$ cat src/rtl/twofish_gf_matmul_seq.sv
// Sequential GF(2^8) matrix-vector multiplier shared by the Twofish MDS (4x4, 0x169)
// and Reed-Solomon (4x8, 0x14D) transforms; BPC input columns are folded in per cycle.
module twofish_gf_matmul_seq #(
    parameter int BPC = 1
) (
    input  logic        clk,
    input  logic        rst,
    input  logic        in_valid,
    output logic        in_ready,
    input  logic        mode,
    input  logic [63:0] in_data,
    output logic        out_valid,
    input  logic        out_ready,
    output logic [31:0] out_data
);

    if (!(BPC == 1 || BPC == 2 || BPC == 4)) begin : g_bad_bpc
        $error("twofish_gf_matmul_seq: BPC must be 1, 2 or 4");
    end

    // Row-major constants; element [row][col] is the coefficient for out byte row, in byte col.
    localparam logic [0:3][0:3][7:0] MDS_M = {
        32'h01EF5B5B, 32'h5BEFEF01, 32'hEF5B01EF, 32'hEF01EF5B
    };
    localparam logic [0:3][0:7][7:0] RS_M = {
        64'h01A4_5587_5A58_DB9E, 64'hA456_82F3_1EC6_68E5,
        64'h02A1_FCC1_47AE_3D19, 64'hA455_875A_58DB_9E03
    };

    typedef enum logic [1:0] {IDLE, BUSY, DONE} state_t;

    state_t          state, state_nxt;
    logic [63:0]     data_q;
    logic            mode_q;
    logic [3:0]      cnt;
    logic [3:0][7:0] acc, acc_nxt;
    logic            last;

    function automatic logic [7:0] gf_mul(input logic [7:0] a, input logic [7:0] b,
                                          input logic rs);
        logic [7:0] p;
        logic [7:0] x;
        p = 8'h00;
        x = a;
        for (int i = 0; i < 8; i++) begin
            if (b[i]) p = p ^ x;
            x = x[7] ? ((x << 1) ^ (rs ? 8'h4D : 8'h69)) : (x << 1);
        end
        return p;
    endfunction

    // Product of one input column with all four matrix rows.
    function automatic logic [3:0][7:0] col_term(input logic rs, input logic [63:0] d,
                                                 input logic [2:0] col);
        logic [3:0][7:0] t;
        logic [7:0]      b;
        b = d[{col, 3'b000} +: 8];
        for (int r = 0; r < 4; r++)
            t[r] = gf_mul(rs ? RS_M[r][col] : MDS_M[r][col[1:0]], b, rs);
        return t;
    endfunction

    always_comb begin
        acc_nxt = acc;
        for (int k = 0; k < BPC; k++)
            acc_nxt = acc_nxt ^ col_term(mode_q, data_q, cnt[2:0] + 3'(k));
    end

    assign last = (cnt + 4'(BPC)) >= (mode_q ? 4'd8 : 4'd4);

    always_comb begin
        state_nxt = state;
        in_ready  = 1'b0;
        out_valid = 1'b0;
        case (state)
            IDLE: begin
                in_ready = 1'b1;
                if (in_valid) state_nxt = BUSY;
            end
            BUSY: if (last) state_nxt = DONE;
            DONE: begin
                out_valid = 1'b1;
                if (out_ready) state_nxt = IDLE;
            end
            default: state_nxt = IDLE;
        endcase
    end

    always_ff @(posedge clk) begin
        if (rst) state <= IDLE;
        else     state <= state_nxt;
    end

    always_ff @(posedge clk) begin
        if (rst) begin
            data_q <= '0;
            mode_q <= 1'b0;
            acc    <= '0;
            cnt    <= '0;
        end else begin
            case (state)
                IDLE: if (in_valid) begin
                    data_q <= in_data;
                    mode_q <= mode;
                    acc    <= '0;
                    cnt    <= '0;
                end
                BUSY: begin
                    acc <= acc_nxt;
                    cnt <= cnt + 4'(BPC);
                end
                default: ;
            endcase
        end
    end

    assign out_data = acc;

endmodule

$ cat config.mk
export PLATFORM = sky130hd
export DESIGN_NAME = twofish_gf_matmul_seq
export DESIGN_NICKNAME = d
export VERILOG_FILES = /design/src/rtl/twofish_gf_matmul_seq.sv
export SDC_FILE = /design/constraint.sdc
export NUM_CORES = 1
export LEC_CHECK = 0
export CAP_MARGIN = 20
export CORE_MARGIN = 3
export CORE_UTILIZATION = 54
export DETAILED_ROUTE_END_ITERATION = 8
export GPL_TIMING_DRIVEN = 0
export PLACE_DENSITY = 0.79
export SYNTH_ARGS = -nofsm -noshare
export SYNTH_HDL_FRONTEND = slang
export SYNTH_SLANG_ARGS = --single-unit
$ cat constraint.sdc
create_clock -name clk -period 3.7 [get_ports clk]
set_clock_uncertainty 0.05 [all_clocks]
set_input_delay 0.37 -clock clk [delete_from_list [all_inputs] [get_ports clk]]
set_output_delay 0.37 -clock clk [all_outputs]
set_load 0.01 [all_outputs]
## Word-level counts from Yosys, hierarchy flattened

Memory sizes are Yosys's and may differ from the RTL's.
Cells that the tools add are included.

| storage, ports and cells | value |
|---|---|
| register bits after elaboration | 103 |
| bits in writable memories | 0 |
| ROM bits | 256 |
| memories | 4 |
| latch bits | 0 |
| bits of input ports | 69 |
| word-level logic and storage cells | 182 |
| output and inout bits | 34 |

| operators by class | value |
|---|---|
| bitwise operators | 59 |
| reduce and logical (&&, ||, !) cells | 5 |
| multiplexer cells | 96 |
| order comparisons | 3 |
| $mul | 0 |
| add/subtract/negate cells | 1 |
| shift-type cells | 1 |
| div/mod/pow operators | 0 |
| equality and inequality tests | 5 |

Memories:

| name | words | width | read ports | clocked after Yosys merged registers in | write ports | RTL line | source |
|---|---|---|---|---|---|---|---|
| (no name shown) | 8 | 8 | 1 | 0 | 0 | 59 | `t[r] = gf_mul(rs ? RS_M[r][col] : MDS_M[r][col[1:0]], b, rs);` |
| (no name shown) | 8 | 8 | 1 | 0 | 0 | 59 |  |
| (no name shown) | 8 | 8 | 1 | 0 | 0 | 59 |  |
| (no name shown) | 8 | 8 | 1 | 0 | 0 | 59 |  |

Operator list:

| operator | number |
|---|---|
| two-way mux 8 bit | 80 |
| XOR 8 bit | 56 |
| binary-select mux 8 bit (select 2 bit) | 4 |
| one-hot mux 32 bit (2 select lines) | 1 |
| indexed part select 64 x 7 -> 8 bit | 1 |
| two-way mux 32 bit | 1 |
| XOR 32 bit | 1 |
| two-way mux 4 bit | 2 |
| one-hot mux 4 bit (2 select lines) | 1 |
| two-way mux 2 bit | 3 |
| two-way mux 6 bit | 1 |
| inequality test 2 bit (second input constant) | 3 |
| one-hot mux 2 bit (3 select lines) | 1 |
| adder 4 x 1 -> 4 bit (second input constant) | 1 |
| >= comparator 4 bit | 1 |
| >= comparator 4 bit (second input constant) | 1 |
| NOT 3 -> 4 bit | 1 |
| AND reduction 2 bit | 2 |
| >= comparator 3 bit (second input constant) | 1 |
| NOT 2 -> 3 bit | 1 |
| AND reduction 3 bit | 1 |
| equality test 2 x 1 -> 1 bit (second input constant) | 1 |
| equality test 2 bit (second input constant) | 1 |
| logical NOT 2 bit | 1 |
| 2 further kinds | 3 |

## Longest topological paths before layout

| depth | value |
|---|---|
| depth in word-level cells | 23 |
| gate-level depth with buffers | 18 |

## Worst setup path after synthesis

Ideal clock, no wire load.

| timing | value |
|---|---|
| path kind | register -> register |
| start | register cnt[0] |
| end | register acc, in the netlist out_data[8] |
| data arrival time | 3.630 ns |
| data required time | 3.529 ns |
| setup time | 0.121 ns |
| path slack | -0.101 ns |
| stages on the path, launching flop included | 16 |
| cell sequence | dfxtp_1 > buf_4 > inv_1 > buf_4 > buf_2 > ha_1 > buf_2 > nor2b_1 > or3_1 > a21oi_1 > nor2_1 > mux2i_1 > o22ai_1 > xnor3_1 > nand2_1 > mux2_2 |

| between the ends | value |
|---|---|
| longest elaborated chain between the ends | 22 |
| elaborated cells on any way between the ends | 40 |
| classes of those cells | shift: 1; mux: 22; bitwise: 16; memory: 1 |

Ends and longest elaborated chain:

| item | RTL line | source |
|---|---|---|
| start: declaration | 35 | `logic [3:0] cnt;` |
| start signal: assignment | 110 | `cnt <= cnt + 4'(BPC);` |
| NOT 3 -> 4 bit (not written as such) / NOT 2 -> 3 bit (equally long branches) | 59 |  |
| memory read (8 x 8 bit) / binary-select mux 8 bit (select 2 bit) (equally long branches) | - |  |
| two-way mux 8 bit (not written as such) (2 in series) | 59 |  |
| two-way mux 8 bit | 59 |  |
| two-way mux 8 bit (tied with other cells) | 46 | `if (b[i]) p = p ^ x;` |
| XOR 8 bit / two-way mux 8 bit (equally long branches) | 46, 47 |  |
| two-way mux 8 bit (tied with other cells) | 46 |  |
| XOR 8 bit / two-way mux 8 bit (equally long branches) | 46, 47 |  |
| (+5 left out) | - |  |
| XOR 8 bit / two-way mux 8 bit (equally long branches) | 46, 47 |  |
| two-way mux 8 bit (tied with other cells) | 46 |  |
| XOR 8 bit / two-way mux 8 bit (equally long branches) | 46, 47 |  |
| two-way mux 8 bit, on equally long branches | 46, 47 |  |
| XOR 8 bit | 46 |  |
| two-way mux 8 bit * | 46 |  |
| XOR 32 bit * | 66 | `acc_nxt = acc_nxt ^ col_term(mode_q, data_q, cnt[2:0] + 3'(k));` |
| one-hot mux 32 bit (2 select lines) * | 101 | `case (state)` |
| end signal: assignment | 109 | `acc <= acc_nxt;` |
| end: declaration | 36 | `logic [3:0][7:0] acc, acc_nxt;` |

Mark *: on every way between the ends. The rest lies on a longest branch, timed or not. The select of a mux whose other input is x is not followed.
A chain may end at the register's enable or synchronous reset.

## Final worst setup path

| timing | value |
|---|---|
| start | register cnt[1] |
| end | register acc, in the netlist out_data[20] |

| between the ends | value |
|---|---|
| longest elaborated chain between the ends | 23 |
| elaborated cells on any way between the ends | 41 |
| classes of those cells | shift: 1; mux: 22; bitwise: 17; memory: 1 |

Ends and longest elaborated chain:

| item | RTL line | source |
|---|---|---|
| NOT 3 -> 4 bit (not written as such) / NOT 2 -> 3 bit (equally long branches) | 59 |  |
| memory read (8 x 8 bit) / binary-select mux 8 bit (select 2 bit) (equally long branches) | - |  |
| two-way mux 8 bit (not written as such) (2 in series) | 59 |  |
| two-way mux 8 bit | 59 |  |
| XOR 8 bit | 47 | `x = x[7] ? ((x << 1) ^ (rs ? 8'h4D : 8'h69)) : (x << 1);` |
| two-way mux 8 bit | 47 |  |
| XOR 8 bit, on equally long branches | 46, 47 |  |
| two-way mux 8 bit, on equally long branches | 46, 47 |  |
| (+6 left out) | - |  |
| XOR 8 bit | 46 |  |
| two-way mux 8 bit | 46 |  |
| XOR 8 bit | 46 |  |
| two-way mux 8 bit | 46 |  |
| XOR 8 bit | 46 |  |
| two-way mux 8 bit * | 46 |  |
| XOR 32 bit * | 66 |  |
| one-hot mux 32 bit (2 select lines) * | 101 |  |

Marked as above.

==> metrics.md <==
| Metric | Value |
|---|---|
| I/O Buffers | `about 100` |
| Fmax | `~260 MHz` |
| Pwr/cell area | `between 300 and 400 nW/um^2` |
| Syn avg cell area | `between 7 and 8 sq um` |
| Hold path cells | `2` |
| Synth top area share | `0.190` |
| DR DRC count | `0` |
| Vias in the first global route | `12200` |
| Final wirelength | `roughly 52 mm` |
| Initial antenna violation count | `1` |
| Fillers | `1488` |
| Synth unique cells | `91` |
| Final worst path period share | `1.02` |
| Area leader, netlist | `dfxtp_1` |
| Leakage | `5.12 nW` |
| DPL Wire Length | `about 38 mm` |
| Area taken by multi-input logic gates | `about 9000 sq um` |
| Grt peak-use layer | `met2` |
| RSZ-0062 raised after global routing | `yes` |
| Worst r2r dst | `out_data[20]` |
| Commonest cells after routing, fill and taps aside | `274 x nand2_1, 147 x xnor2_1, 133 x nor2_1, 133 x a21oi_1, 102 x clkdlybuf4s50_1` |
| CTS tree | `done` |
| Hold Crit Start | `data_q[21]` |
| CP Class | `register to register` |
| Crit Reg-Reg Startpoint | `cnt[1]` |
| Starting DRC count in detailed routing | `2078` |
| Crit. End Element | `register` |
| Cells on worst reg2reg path | `13` |
| Required @ worst endpoint | `about 3900 ps` |
| Hold Crit Class | `register to register` |
| Layout Nets | `approximately 1700` |
| Placeable Area | `roughly 20000 sq um` |
| Placed cells | `about 1800` |
| Global-route wire length before repair | `approximately 75 mm` |
| Latest clock arrival within the worst-skew pair | `roughly 370 ps` |
| Die Span Y | `~150 microns` |
| Seq/Total Area, Yosys | `0.190` |
| Met3 Use GR | `0.146` |
| Status | `finished with violations` |
| Area Growth Syn to Fin | `29.5%` |
| Met2 Usage GRT | `0.674` |
| Hold Path Sink | `data_q[21]` |
| Total number of vias | `around 13000` |
| Vias per cell | `a little under 7` |
| Post-synth EDFFs | `0` |
| Io pins | `between 100 and 150` |
| Final Cell Area | `roughly 14000 sq um` |
| Failing checks | `negative setup slack` |
| Tmin final | `around 3800 ps` |
| Gate Count Post-Synth | `1481` |
| Post-Syn Area | `between 10000 and 15000 sq um` |
| Non-Filler Instances | `between 1500 and 2000` |
| Fin. max-slew vios | `0` |
| Clock tree buffer depth | `2` |
| Least-Margin Pin Slew | `about 1300 ps` |
| Layout cells sized above 1 | `0.190` |
| Worst-path clk slew | `around 100 ps` |
| CTS buffer count | `9` |
| Drt first pass iters | `6` |
| Hold buffers post-CTS | `0` |
| Yosys warnings | `0` |
| Cell Area, Placed | `about 12000 sq um` |
| Register Area | `2070 sq um` |
| Crit path DAT | `about 4000 ps` |
| Die X | `~150 microns` |
| Main synth FF type | `dfxtp_1` |
| CP Max Fanout | `10` |
| Die Area | `between 20000 and 25000 sq um` |
| Number of H-tree levels | `3` |
| Worst reg-to-reg setup slack | `-80 ps` |
| Most common cell after layout, fill and taps aside | `nand2_1` |
| Final setup viols | `11` |
| Post-route ant nets | `0` |
| Clk sink count | `103` |
| # rows | `approximately 50` |
| Worst slew margin | `0.118` |
| Final setup margin | `-78.2 ps` |
| Grt total ovfl | `0` |
| Syn nets | `1562` |
| Asr flop ratio synth | `0` |
| Routability cong. | `approximately 1.2` |
| M1 GR Usage | `0.581` |
| Initial Utilization | `0.554` |
| Ranking of synthesized cells by area | `dfxtp_1 19%, xnor2_1 13%, nand2_1 9.5%` |
| Maximum vdd drop | `0.266 mV` |
| # Max-Cap Violations | `0` |
| Drt wl/cell | `between 20 and 30 microns` |
| Flops & latches, synth | `103` |
| Gr usage total | `0.460` |
| Hold Vio Cnt, Final | `0` |
| CP Launch Type | `register` |
| Pin count of the biggest net entering global routing | `23` |
| Root Buffer | `clkbuf_16` |
[synthesized netlist by cell type, types with 14 or more instances]
cell type  instances
o22ai_1           18
nand2_1          275
nor3_1            37
a21oi_1          138
xor2_1            54
nor2b_1           21
xnor2_1          161
clkbuf_1          55
dfxtp_1          103
nand2b_1          14
mux4_2            15
buf_2             37
nand3_1           34
nor2_1           141
mux2i_1           27
o21ai_0           64
or3_1             18
xnor3_1           18
[power by group]
group          internal [W]  switching (W)  leakage, nW
combinational       0.00132        0.00169         4.12
sequential          0.00122      0.0000986        0.845
clock              0.000496       0.000579        0.154
[worst max-delay path by stage]
| stage | from | to | cells past startpoint |
|---|---|---|---|
| floorplan | cnt[1] | out_data[31] | 17 |
| global placement | cnt[0] | out_data[9] | 15 |
| detailed placement | cnt[0] | out_data[9] | 15 |
| CTS | cnt[0] | out_data[27] | 15 |
| global route | cnt[1] | out_data[2] | 19 |
| finish | cnt[1] | out_data[20] | 13 |
[area by class of cell]
| type | count | area share |
|---|---|---|
| antenna | 1 | 0.000178 |
| buffer | 115 | 0.0546 |
| clock inverter | 7 | 0.00668 |
| multi-input combinational | 1245 | 0.633 |
| timing repair buffer | 176 | 0.115 |
| clock buffer | 9 | 0.0160 |
| tap | 265 | 0.0236 |
| sequential | 103 | 0.147 |
| inverter | 11 | 0.00347 |
[per-layer routing]
layer  share of wire  vias to the layer above
li1                -                     5457
met1            0.35                     5937
met2            0.41                     1234
met3            0.15                      358
met4           0.086                        0
met5               0                        -
[state kept, by name (all words and copies together), names as in the netlist]
| register | count |
|---|---|
| state | 2 |
| out_data | 32 |
| data_q | 64 |
| mode_q | 1 |
| cnt | 4 |
[worst max-delay path, stage by stage (launching register included)]
cell	delay, ps
dfxtp_4	360
buf_8	120
buf_12	120
buf_4	160
nand2b_1	130
clkbuf_1	580
a21oi_4	260
o21ai_2	210
xor2_1	310
xnor2_2	200
xnor2_1	170
xnor3_2	520
or3_1	340
a21oi_1	150
[kinds of logic (layout without fill, tap and decap cells)]
| kind of cell | after synthesis | in the layout | share of synthesized area |
|---|---|---|---|
| buffers and inverters | 133 | 318 | 0.0603 |
| DFF | 103 | 103 | 0.190 |
| xor gates and xnor gates | 238 | 238 | 0.219 |
| muxes | 57 | 57 | 0.0762 |
| adders and majority gates | 12 | 12 | 0.0138 |
| other | 0 | 1 | 0 |
| and+or+nand+nor | 587 | 587 | 0.237 |
| AOI/OAI and AO/OA | 351 | 351 | 0.203 |
[metrics by stage]
stage | worst slack (ps) | util | total power [W] | hold WS (ps) | TNS (ps)
2_1_floorplan | 17.9 | - | 0.00298 | 382 | 0
3_3_place_gp | -1020 | 0.624 | 0.00374 | 389 | -23500
3_5_place_dp | -1090 | 0.625 | 0.00380 | 397 | -24990
4_1_cts | -94.9 | 0.686 | 0.00507 | 410 | -383
5_1_grt | -99.6 | 0.717 | 0.00556 | 430 | -710
6_report | -78.2 | 0.717 | 0.00541 | 411 | -400
[what timing repair did]
action / in CTS / in global routing
cloned: 0 / 0
buffers inserted: 45 / 28
setup endpoints to repair: 33 / 32
pin swaps: 27 / 27
resized for setup: 122 / 102
Power figures use the tool's default switching activity.
